[src/rtl/bus_arbiter_if.sv]
// Signal bundle between two memory masters, the arbiter and the shared downstream bus.
// The "master" modport is the surrounding system's view; "slave" is the arbiter's view.
interface bus_arbiter_if;
  logic        m0_mem_valid;
  logic [31:0] m0_mem_addr;
  logic [31:0] m0_mem_wdata;
  logic [3:0]  m0_mem_wstrb;
  logic        m0_mem_ready;
  logic [31:0] m0_mem_rdata;

  logic        m1_mem_valid;
  logic [31:0] m1_mem_addr;
  logic [31:0] m1_mem_wdata;
  logic [3:0]  m1_mem_wstrb;
  logic        m1_mem_ready;
  logic [31:0] m1_mem_rdata;

  logic        s_mem_valid;
  logic [31:0] s_mem_addr;
  logic [31:0] s_mem_wdata;
  logic [3:0]  s_mem_wstrb;
  logic        s_mem_ready;
  logic [31:0] s_mem_rdata;

  modport master (
    output m0_mem_valid, m0_mem_addr, m0_mem_wdata, m0_mem_wstrb,
    input  m0_mem_ready, m0_mem_rdata,
    output m1_mem_valid, m1_mem_addr, m1_mem_wdata, m1_mem_wstrb,
    input  m1_mem_ready, m1_mem_rdata,
    input  s_mem_valid, s_mem_addr, s_mem_wdata, s_mem_wstrb,
    output s_mem_ready, s_mem_rdata
  );

  modport slave (
    input  m0_mem_valid, m0_mem_addr, m0_mem_wdata, m0_mem_wstrb,
    output m0_mem_ready, m0_mem_rdata,
    input  m1_mem_valid, m1_mem_addr, m1_mem_wdata, m1_mem_wstrb,
    output m1_mem_ready, m1_mem_rdata,
    output s_mem_valid, s_mem_addr, s_mem_wdata, s_mem_wstrb,
    input  s_mem_ready, s_mem_rdata
  );
endinterface

[src/rtl/bus_arbiter.sv]
// Two-master round-robin arbiter for a shared memory bus with a per-transfer
// wait-cycle timeout that completes a stuck transfer with all-ones read data.
module bus_arbiter #(
  parameter int unsigned TIMEOUT = 255
) (
  input  logic              clk,
  input  logic              reset,
  bus_arbiter_if.slave      bus,
  input  logic              timeout_clr,
  output logic              timeout_flag
);

  typedef enum logic [1:0] {
    IDLE  = 2'd0,
    BUSY0 = 2'd1,
    BUSY1 = 2'd2
  } state_t;

  localparam logic [15:0] TIMEOUT_CNT = 16'(TIMEOUT);
  localparam logic [15:0] CNT_MAX     = 16'hFFFF;

  state_t      r_state;
  state_t      w_state_next;
  logic        r_last_grant;
  logic        w_last_grant_next;
  logic [15:0] r_wait_cnt;
  logic [15:0] w_wait_cnt_next;
  logic        r_timeout_flag;
  logic        w_timeout_flag_next;
  logic        w_timeout_hit;

  logic [1:0]  w_m_valid;
  logic [31:0] w_m_addr  [2];
  logic [31:0] w_m_wdata [2];
  logic [3:0]  w_m_wstrb [2];
  logic [1:0]  w_m_ready;
  logic [31:0] w_m_rdata [2];
  logic [1:0]  w_granted;

  logic        w_busy;
  logic        w_sel;
  logic        w_s_valid;
  logic [31:0] w_s_addr;
  logic [31:0] w_s_wdata;
  logic [3:0]  w_s_wstrb;
  logic        w_ready_pulse;
  logic [31:0] w_rdata_sel;

  assign w_m_valid    = {bus.m1_mem_valid, bus.m0_mem_valid};
  assign w_m_addr[0]  = bus.m0_mem_addr;
  assign w_m_addr[1]  = bus.m1_mem_addr;
  assign w_m_wdata[0] = bus.m0_mem_wdata;
  assign w_m_wdata[1] = bus.m1_mem_wdata;
  assign w_m_wstrb[0] = bus.m0_mem_wstrb;
  assign w_m_wstrb[1] = bus.m1_mem_wstrb;

  // Reset gates every output so nothing leaks out while the state register is being cleared.
  assign w_busy = !reset && ((r_state == BUSY0) || (r_state == BUSY1));
  assign w_sel  = (r_state == BUSY1);

  always_comb begin
    w_state_next      = r_state;
    w_last_grant_next = r_last_grant;
    w_wait_cnt_next   = r_wait_cnt;
    w_timeout_hit     = 1'b0;
    w_s_valid         = 1'b0;
    w_s_addr          = '0;
    w_s_wdata         = '0;
    w_s_wstrb         = '0;
    w_ready_pulse     = 1'b0;
    w_rdata_sel       = bus.s_mem_rdata;

    if (w_busy) begin
      w_s_valid = w_m_valid[w_sel];
      w_s_addr  = w_m_addr[w_sel];
      w_s_wdata = w_m_wdata[w_sel];
      w_s_wstrb = w_m_wstrb[w_sel];
      if (!w_m_valid[w_sel]) begin
        // Master withdrew its request: abandon quietly, fairness history untouched.
        w_state_next    = IDLE;
        w_wait_cnt_next = '0;
      end else if (bus.s_mem_ready) begin
        w_ready_pulse     = 1'b1;
        w_state_next      = IDLE;
        w_last_grant_next = w_sel;
        w_wait_cnt_next   = '0;
      end else if (r_wait_cnt == TIMEOUT_CNT) begin
        w_ready_pulse     = 1'b1;
        w_rdata_sel       = 32'hFFFF_FFFF;
        w_s_valid         = 1'b0;
        w_timeout_hit     = 1'b1;
        w_state_next      = IDLE;
        w_last_grant_next = w_sel;
        w_wait_cnt_next   = '0;
      end else if (r_wait_cnt != CNT_MAX) begin
        w_wait_cnt_next = r_wait_cnt + 16'd1;
      end
    end else if (r_state == IDLE) begin
      w_wait_cnt_next = '0;
      unique case (w_m_valid)
        2'b01:   w_state_next = BUSY0;
        2'b10:   w_state_next = BUSY1;
        2'b11:   w_state_next = r_last_grant ? BUSY0 : BUSY1;
        default: w_state_next = IDLE;
      endcase
    end else begin
      w_state_next    = IDLE;
      w_wait_cnt_next = '0;
    end

    // A timeout in the same cycle as a clear request leaves the flag set.
    if (w_timeout_hit) begin
      w_timeout_flag_next = 1'b1;
    end else if (timeout_clr) begin
      w_timeout_flag_next = 1'b0;
    end else begin
      w_timeout_flag_next = r_timeout_flag;
    end
  end

  always_ff @(posedge clk) begin
    if (reset) begin
      r_state        <= IDLE;
      r_last_grant   <= 1'b1;
      r_wait_cnt     <= '0;
      r_timeout_flag <= 1'b0;
    end else begin
      r_state        <= w_state_next;
      r_last_grant   <= w_last_grant_next;
      r_wait_cnt     <= w_wait_cnt_next;
      r_timeout_flag <= w_timeout_flag_next;
    end
  end

  genvar gi;
  generate
    for (gi = 0; gi < 2; gi++) begin : g_master
      assign w_granted[gi] = w_busy && (w_sel == 1'(gi));
      assign w_m_ready[gi] = w_granted[gi] && w_ready_pulse;
      assign w_m_rdata[gi] = w_granted[gi] ? w_rdata_sel : 32'h0;
    end
  endgenerate

  assign bus.m0_mem_ready = w_m_ready[0];
  assign bus.m1_mem_ready = w_m_ready[1];
  assign bus.m0_mem_rdata = w_m_rdata[0];
  assign bus.m1_mem_rdata = w_m_rdata[1];
  assign bus.s_mem_valid  = w_s_valid;
  assign bus.s_mem_addr   = w_s_addr;
  assign bus.s_mem_wdata  = w_s_wdata;
  assign bus.s_mem_wstrb  = w_s_wstrb;
  assign timeout_flag     = r_timeout_flag;

endmodule

[src/flat_wrapper.sv]
// flat-port wrapper written by rule: the top's interface ports become plain ports
module bus_arbiter_flat 
#(
  parameter int unsigned TIMEOUT = 255
)
  (clk, reset, timeout_clr, timeout_flag, bus_m0_mem_valid, bus_m0_mem_addr, bus_m0_mem_wdata, bus_m0_mem_wstrb, bus_m0_mem_ready, bus_m0_mem_rdata, bus_m1_mem_valid, bus_m1_mem_addr, bus_m1_mem_wdata, bus_m1_mem_wstrb, bus_m1_mem_ready, bus_m1_mem_rdata, bus_s_mem_valid, bus_s_mem_addr, bus_s_mem_wdata, bus_s_mem_wstrb, bus_s_mem_ready, bus_s_mem_rdata);
  bus_arbiter_if bus_i ();
  input  logic clk;
  input  logic reset;
  input  logic timeout_clr;
  output logic timeout_flag;
  input wire logic [$bits(bus_i.m0_mem_valid)-1:0] bus_m0_mem_valid;
  input wire logic [$bits(bus_i.m0_mem_addr)-1:0] bus_m0_mem_addr;
  input wire logic [$bits(bus_i.m0_mem_wdata)-1:0] bus_m0_mem_wdata;
  input wire logic [$bits(bus_i.m0_mem_wstrb)-1:0] bus_m0_mem_wstrb;
  output wire logic [$bits(bus_i.m0_mem_ready)-1:0] bus_m0_mem_ready;
  output wire logic [$bits(bus_i.m0_mem_rdata)-1:0] bus_m0_mem_rdata;
  input wire logic [$bits(bus_i.m1_mem_valid)-1:0] bus_m1_mem_valid;
  input wire logic [$bits(bus_i.m1_mem_addr)-1:0] bus_m1_mem_addr;
  input wire logic [$bits(bus_i.m1_mem_wdata)-1:0] bus_m1_mem_wdata;
  input wire logic [$bits(bus_i.m1_mem_wstrb)-1:0] bus_m1_mem_wstrb;
  output wire logic [$bits(bus_i.m1_mem_ready)-1:0] bus_m1_mem_ready;
  output wire logic [$bits(bus_i.m1_mem_rdata)-1:0] bus_m1_mem_rdata;
  output wire logic [$bits(bus_i.s_mem_valid)-1:0] bus_s_mem_valid;
  output wire logic [$bits(bus_i.s_mem_addr)-1:0] bus_s_mem_addr;
  output wire logic [$bits(bus_i.s_mem_wdata)-1:0] bus_s_mem_wdata;
  output wire logic [$bits(bus_i.s_mem_wstrb)-1:0] bus_s_mem_wstrb;
  input wire logic [$bits(bus_i.s_mem_ready)-1:0] bus_s_mem_ready;
  input wire logic [$bits(bus_i.s_mem_rdata)-1:0] bus_s_mem_rdata;
  assign bus_i.m0_mem_valid = bus_m0_mem_valid;
  assign bus_i.m0_mem_addr = bus_m0_mem_addr;
  assign bus_i.m0_mem_wdata = bus_m0_mem_wdata;
  assign bus_i.m0_mem_wstrb = bus_m0_mem_wstrb;
  assign bus_m0_mem_ready = bus_i.m0_mem_ready;
  assign bus_m0_mem_rdata = bus_i.m0_mem_rdata;
  assign bus_i.m1_mem_valid = bus_m1_mem_valid;
  assign bus_i.m1_mem_addr = bus_m1_mem_addr;
  assign bus_i.m1_mem_wdata = bus_m1_mem_wdata;
  assign bus_i.m1_mem_wstrb = bus_m1_mem_wstrb;
  assign bus_m1_mem_ready = bus_i.m1_mem_ready;
  assign bus_m1_mem_rdata = bus_i.m1_mem_rdata;
  assign bus_s_mem_valid = bus_i.s_mem_valid;
  assign bus_s_mem_addr = bus_i.s_mem_addr;
  assign bus_s_mem_wdata = bus_i.s_mem_wdata;
  assign bus_s_mem_wstrb = bus_i.s_mem_wstrb;
  assign bus_i.s_mem_ready = bus_s_mem_ready;
  assign bus_i.s_mem_rdata = bus_s_mem_rdata;
  bus_arbiter #(.TIMEOUT(TIMEOUT)) u_core (.clk(clk), .reset(reset), .bus(bus_i), .timeout_clr(timeout_clr), .timeout_flag(timeout_flag));
endmodule
[config.mk]
export PLATFORM = sky130hd
export DESIGN_NAME = bus_arbiter_flat
export DESIGN_NICKNAME = d
export VERILOG_FILES = /design/src/rtl/bus_arbiter_if.sv /design/src/rtl/bus_arbiter.sv /design/src/flat_wrapper.sv
export SDC_FILE = /design/constraint.sdc
export NUM_CORES = 1
export LEC_CHECK = 0
export ABC_AREA = 1
export BUFFER_PORTS_ARGS = -buffer_cell sky130_fd_sc_hd__buf_4
export CAP_MARGIN = 30
export CELL_PAD_IN_SITES_DETAIL_PLACEMENT = 2
export CELL_PAD_IN_SITES_GLOBAL_PLACEMENT = 2
export CORE_MARGIN = 2
export CORE_UTILIZATION = 13
export DETAILED_ROUTE_END_ITERATION = 8
export HOLD_SLACK_MARGIN = 0.06
export PLACE_DENSITY = 0.82
export SLEW_MARGIN = 20
export SYNTH_ARGS = -nofsm -noshare
export SYNTH_HDL_FRONTEND = slang
export SYNTH_SLANG_ARGS = --single-unit
[constraint.sdc]
create_clock -name clk -period 2.4 [get_ports clk]
set_input_delay 0.36 -clock clk [delete_from_list [all_inputs] [get_ports clk]]
set_output_delay 0.36 -clock clk [all_outputs]
set_load 0.02 [all_outputs]
After elaboration in Yosys (flattened, before gate mapping)
Cells that the tools add are included.
{ "totals": {"regBits": 20, "output_inout_bits": 136} }
{ "op_classes": {"addsub": 1, "order_cmp": 2, "n_eq_ne": 8, "n_mux": 42, "bitwise": 4, "n_reduce_logical": 12} }
{ "op_table": {"columns": ["cell", "count"], "rows": [
  ["$mux W32", 14],
  ["$mux W1", 17],
  ["$add A16 B1 Y16 const B", 1],
  ["$eq A16 B8 Y1 const B", 1],
  ["$mux W4", 4],
  ["$ne A16 B16 Y1 const B", 1],
  ["$mux W2", 6],
  ["$eq A2 B2 Y1 const B", 3],
  ["$pmux W2 S3", 1],
  ["$logic_and A1 B1 Y1", 5],
  ["$reduce_or A5 Y1", 1],
  ["$eq A2 B1 Y1 const B", 2],
  ["$ne A4 B4 Y1 const B", 1],
  ["$reduce_bool A2 Y1", 2],
  ["$not A1 Y1", 3],
  ["$reduce_and A3 Y1", 1],
  ["$ge A2 B2 Y1 const B", 1],
  ["$logic_not A2 Y1", 1],
  ["$lt A1 B2 Y1 const B", 1],
  ["$not A1 Y2", 1],
  ["$logic_not A1 Y1", 1],
  ["$logic_or A1 B1 Y1", 1]
]} }

Logic depth before layout (Yosys ltp)
{ "depth": {"depth_word": 6, "ltp_mapped": 11, "depth_no_buf": 10} }

Worst setup path after synthesis
Ideal clock, no wire load.
{ "synth_path": {"kind": "register to output", "from": "reg u_core.r_state[0]", "to": "out bus_m0_mem_rdata[12]", "arrival_ps": 1710, "t_required_ps": 2040, "path_slack_ps": 330, "stages_incl_launch_ff": 11, "cell_sequence": "dfxtp_1 -> inv_1 -> ha_1 -> buf_4 -> nand2_1 -> nand2_2 -> nor2_2 -> nand4_1 -> buf_6 -> buf_6 -> a21oi_1"} }
{ "synth_via": {"elab_chain_len": 6} }
{ "synth_lines": {"columns": ["element", "line_no", "source"], "rows": [
  ["start, declared", "bus_arbiter.sv:22", "state_t r_state;"],
  ["start signal, assigned", "bus_arbiter.sv:128", "r_state <= w_state_next;"],
  ["$eq A2 B2 Y1 *", "bus_arbiter.sv:59", "assign w_sel = (r_state == BUSY1);"],
  ["via u_core.w_sel", "bus_arbiter.sv:41", "logic w_sel;"],
  ["$mux W1 (implied by the code) (2 in series)", "bus_arbiter.sv:78", "if (!w_m_valid[w_sel]) begin"],
  ["$mux W32", "bus_arbiter.sv:78", null],
  ["$mux W32", "bus_arbiter.sv:73", "if (w_busy) begin"],
  ["$mux W32 *", "bus_arbiter.sv:140", "assign w_m_rdata[gi] = w_granted[gi] ? w_rdata_sel : 32'h0;"],
  ["end, declared", "flat_wrapper.sv:17", "output wire logic [$bits(bus_i.m0_mem_rdata)-1:0] bus_m0_mem_rdata;"]
]} }
Mark *: on every way through the listed nets, which the timed path passes. The rest lies on a longest branch. The select of a mux whose other input is x is not followed.

Worst setup path after layout
{ "layout_path": {"from": "reg u_core.r_state[0]", "to": "out bus_m0_mem_rdata[0]"} }
The elaborated chain is that of the path after synthesis.

==> metrics.cfg <==
[run_status]
status = finished clean

[min_path]
hp-class = in -> reg
min_from = reset

[drt]
finalWirelength_mm = 18.3
first_iter_violations = 142
post-route-drc-count = 0
post_drt_wl_per_cell_um = 16.8
ant_nets = 0
vias_per_cell = 4.24
via_count = 4602
first_pass_iters = 4

[clock_tree]
cts_buffer_depth = 2
clock_latency_ps = 260
cts_made_buffers = 3
tritoncts = yes
clk_pin_slew_ps = 60
clockRootBuffer = clkbuf_16
h-tree-depth = 1
cts.sinks = 20
ctsHoldBuffers = 0

[floorplan]
fp.dieW_um = 148
core_um2 = 20200
start_util_pct = 13.3
ioPinCount = 310
rows = 52
dieArea_um2 = 21800
die_h_um = 148

[synth]
synth-seq-cells = 20
netlist_instances = 520
yosys_warnings = 0
syn_nets = 697
synth_area_per_cell_um2 = 5.16
yosys-top-cells-area = nand2_1 (26%), a21oi_1 (24%), dfxtp_1 (15%)
synth_area_um2 = 2680
yosysTopAreaCell = nand2_1
synth_top_area_share_pct = 25.7
synth.distinct_cells = 22
ys_seq_area_share_pct = 14.9

[pwr]
power_frac_comb_pct = 52.4
pwr-share-seq_pct = 23.2
cell_internal_pwr_mw = 0.923
switching_share_pct = 36.8
power.leakage_nw = 2.93
peakVddDrop_v = 0.000194
power.density_nw_per_um2 = 248
pwr-share-clk_pct = 24.4
power_switching_mw = 0.536

[cells_and_area]
drive_gt1_share_pct = 50.2
final_core_util_pct = 29.1
nets = 995
antenna_cells = 0
syn_to_final_growth_pct = 120

[timing]
setup_slack_ps = 78.7
fin_crit_ps = 2320
setup_violations = 0
slew-limit-headroom_pct = 61.8
fin_skew_ps = 1.51
hold_ws_ps = 335
tightestPinTransition_ps = 573
slew_viol_final = 0
hold_viol = 0
max_freq_mhz = 431
rsz0062_at_grt = true
period_share_pct = 96.7

[critical_path]
cp-end-kind = primary output
crit_chain = inv_4, ha_4, inv_4, nand2_4, nand2_4, nor2_4, nand4_1, buf_6, clkbuf_16, a21oi_4, buf_6
cp_top_family = buffers and inverters
crit_slowest_cell = dfxtp_2
cp_max_fo = 8
path_buf_inv = 5
crit_required_ps = 2040
r2r_start = u_core.r_state[0]
critPathArrivalTime_ps = 1960
setup.worst_path.start_class = flip-flop
worstSetupStartpoint = u_core.r_state[0]
slowest_delay_ps = 330
crit_type = reg -> out

[placement]
numPortBuffers = 309
pre_cts_ws_ps = 125
place_congestion = 0.728
place_hpwl_mm = 13.5

[run]
cap_violations = 0

[global_routing]
antenna_found_initial = 0
grt_usage_pct = 14.5
grt_pass1_wl_mm = 25.6
grt-ovfl-total = 0
grt_max_degree = 71
grt_pass1_vias = 4755

## worst paths after layout
check	slack, ps	cells after the start	to
max	80	11	bus_m0_mem_rdata[0]
min	340	2	u_core.r_state[1]
max reg2reg	710	11	u_core.r_wait_cnt[13]
min reg2reg	480	2	u_core.timeout_flag
## kinds of logic after synthesis
family | after synthesis | share of synthesized area [%]
simple gates | 241 | 35.7
compound gates | 151 | 30.0
buf+inv | 99 | 16.0
flops | 20 | 14.9
xor+xnor | 6 | 1.96
fa+ha+maj | 3 | 1.40
## layout by cell type, fill, tap and decap left out, types with 4 or more instances in the layout
cell type and n:
a21oi_1 84, a21oi_2 50, a21oi_4 8, buf_12 4, buf_4 310, buf_6 9
clkbuf_16 7, dfxtp_1 16, inv_1 59, nand2_1 183, nand3_1 17, nor2_1 30
o21ai_0 7, xnor2_1 6
## worst reg2reg max path, cell delays in order (launching register included)
cell	delay, ps
dfxtp_2	330
inv_4	80
ha_4	180
inv_4	50
nand2_4	60
nand2_4	50
buf_4	130
nor3_2	180
nand2_1	190
inv_1	230
nand2_1	90
inv_1	50
## power groups by stage
stage | Sequential [mW] | Combinational, mW | Clock, mW
after CTS | 0.338 | 0.737 | 0.365
after global placement | 0.344 | 0.710 | 0
after detailed placement | 0.345 | 0.722 | 0
after global routing | 0.339 | 0.828 | 0.383
final | 0.339 | 0.765 | 0.356
after floorplan | 0.344 | 0.299 | 0
## cells in the mapped netlist
cell / count
nor3_2: 2
ha_1: 3
dfxtp_1: 20
buf_1: 8
nand3_1: 18
a21oi_1: 130
a21oi_2: 12
nor2_2: 2
inv_2: 2
a31oi_1: 1
o21ai_0: 7
nand2_2: 3
nor2_1: 30
buf_6: 6
buf_4: 1
inv_1: 61
clkbuf_1: 14
nand2_1: 184
buf_2: 7
xnor2_1: 6
o2111ai_1: 1
nand4_1: 2
## what timing repair did
item,in CTS,in global routing
gates cloned,1,6
pin swaps,3,6
gates resized for setup,9,75
setup buffers,2,4
endpoints found under the setup margin,64,67
## through the flow
stage / instances / cell area (um2) / power (mW) / TNS [ps]
after floorplan: 520 / 2680 / 0.643 / 0
after global placement: 1070 / 5270 / 1.05 / 0
after detailed placement: 1070 / 5270 / 1.07 / 0
after CTS: 1076 / 5430 / 1.44 / 0
after global routing: 1086 / 5890 / 1.55 / -54.9
final: 1086 / 5890 / 1.46 / 0
## cell type report
cell class	instances	area (um2)
Clock buffer	3	75.1
Fill cell	2440	14300
Sequential cell	20	408
Tap cell	270	338
Multi-Input combinational cell	401	2160
Timing Repair Buffer	329	2660
Inverter	63	241
## state kept, by name, summed over array words and instances (netlist names)
name / flops
u_core.timeout_flag: 1
u_core.r_state: 2
u_core.r_last_grant: 1
u_core.r_wait_cnt: 16
## per-layer routing
| metal | share of wire, % | wire length (um) | GRT usage (%) |
|---|---|---|---|
| met4 | 2.2 | 400 | 3.37 |
| met1 | 40 | 7330 | 17.6 |
| met2 | 52 | 9480 | 26.2 |
| met3 | 5.8 | 1060 | 3.24 |
| met5 | 0 | 0 | 0 |
No activity file was read; power rests on OpenSTA's default activity.
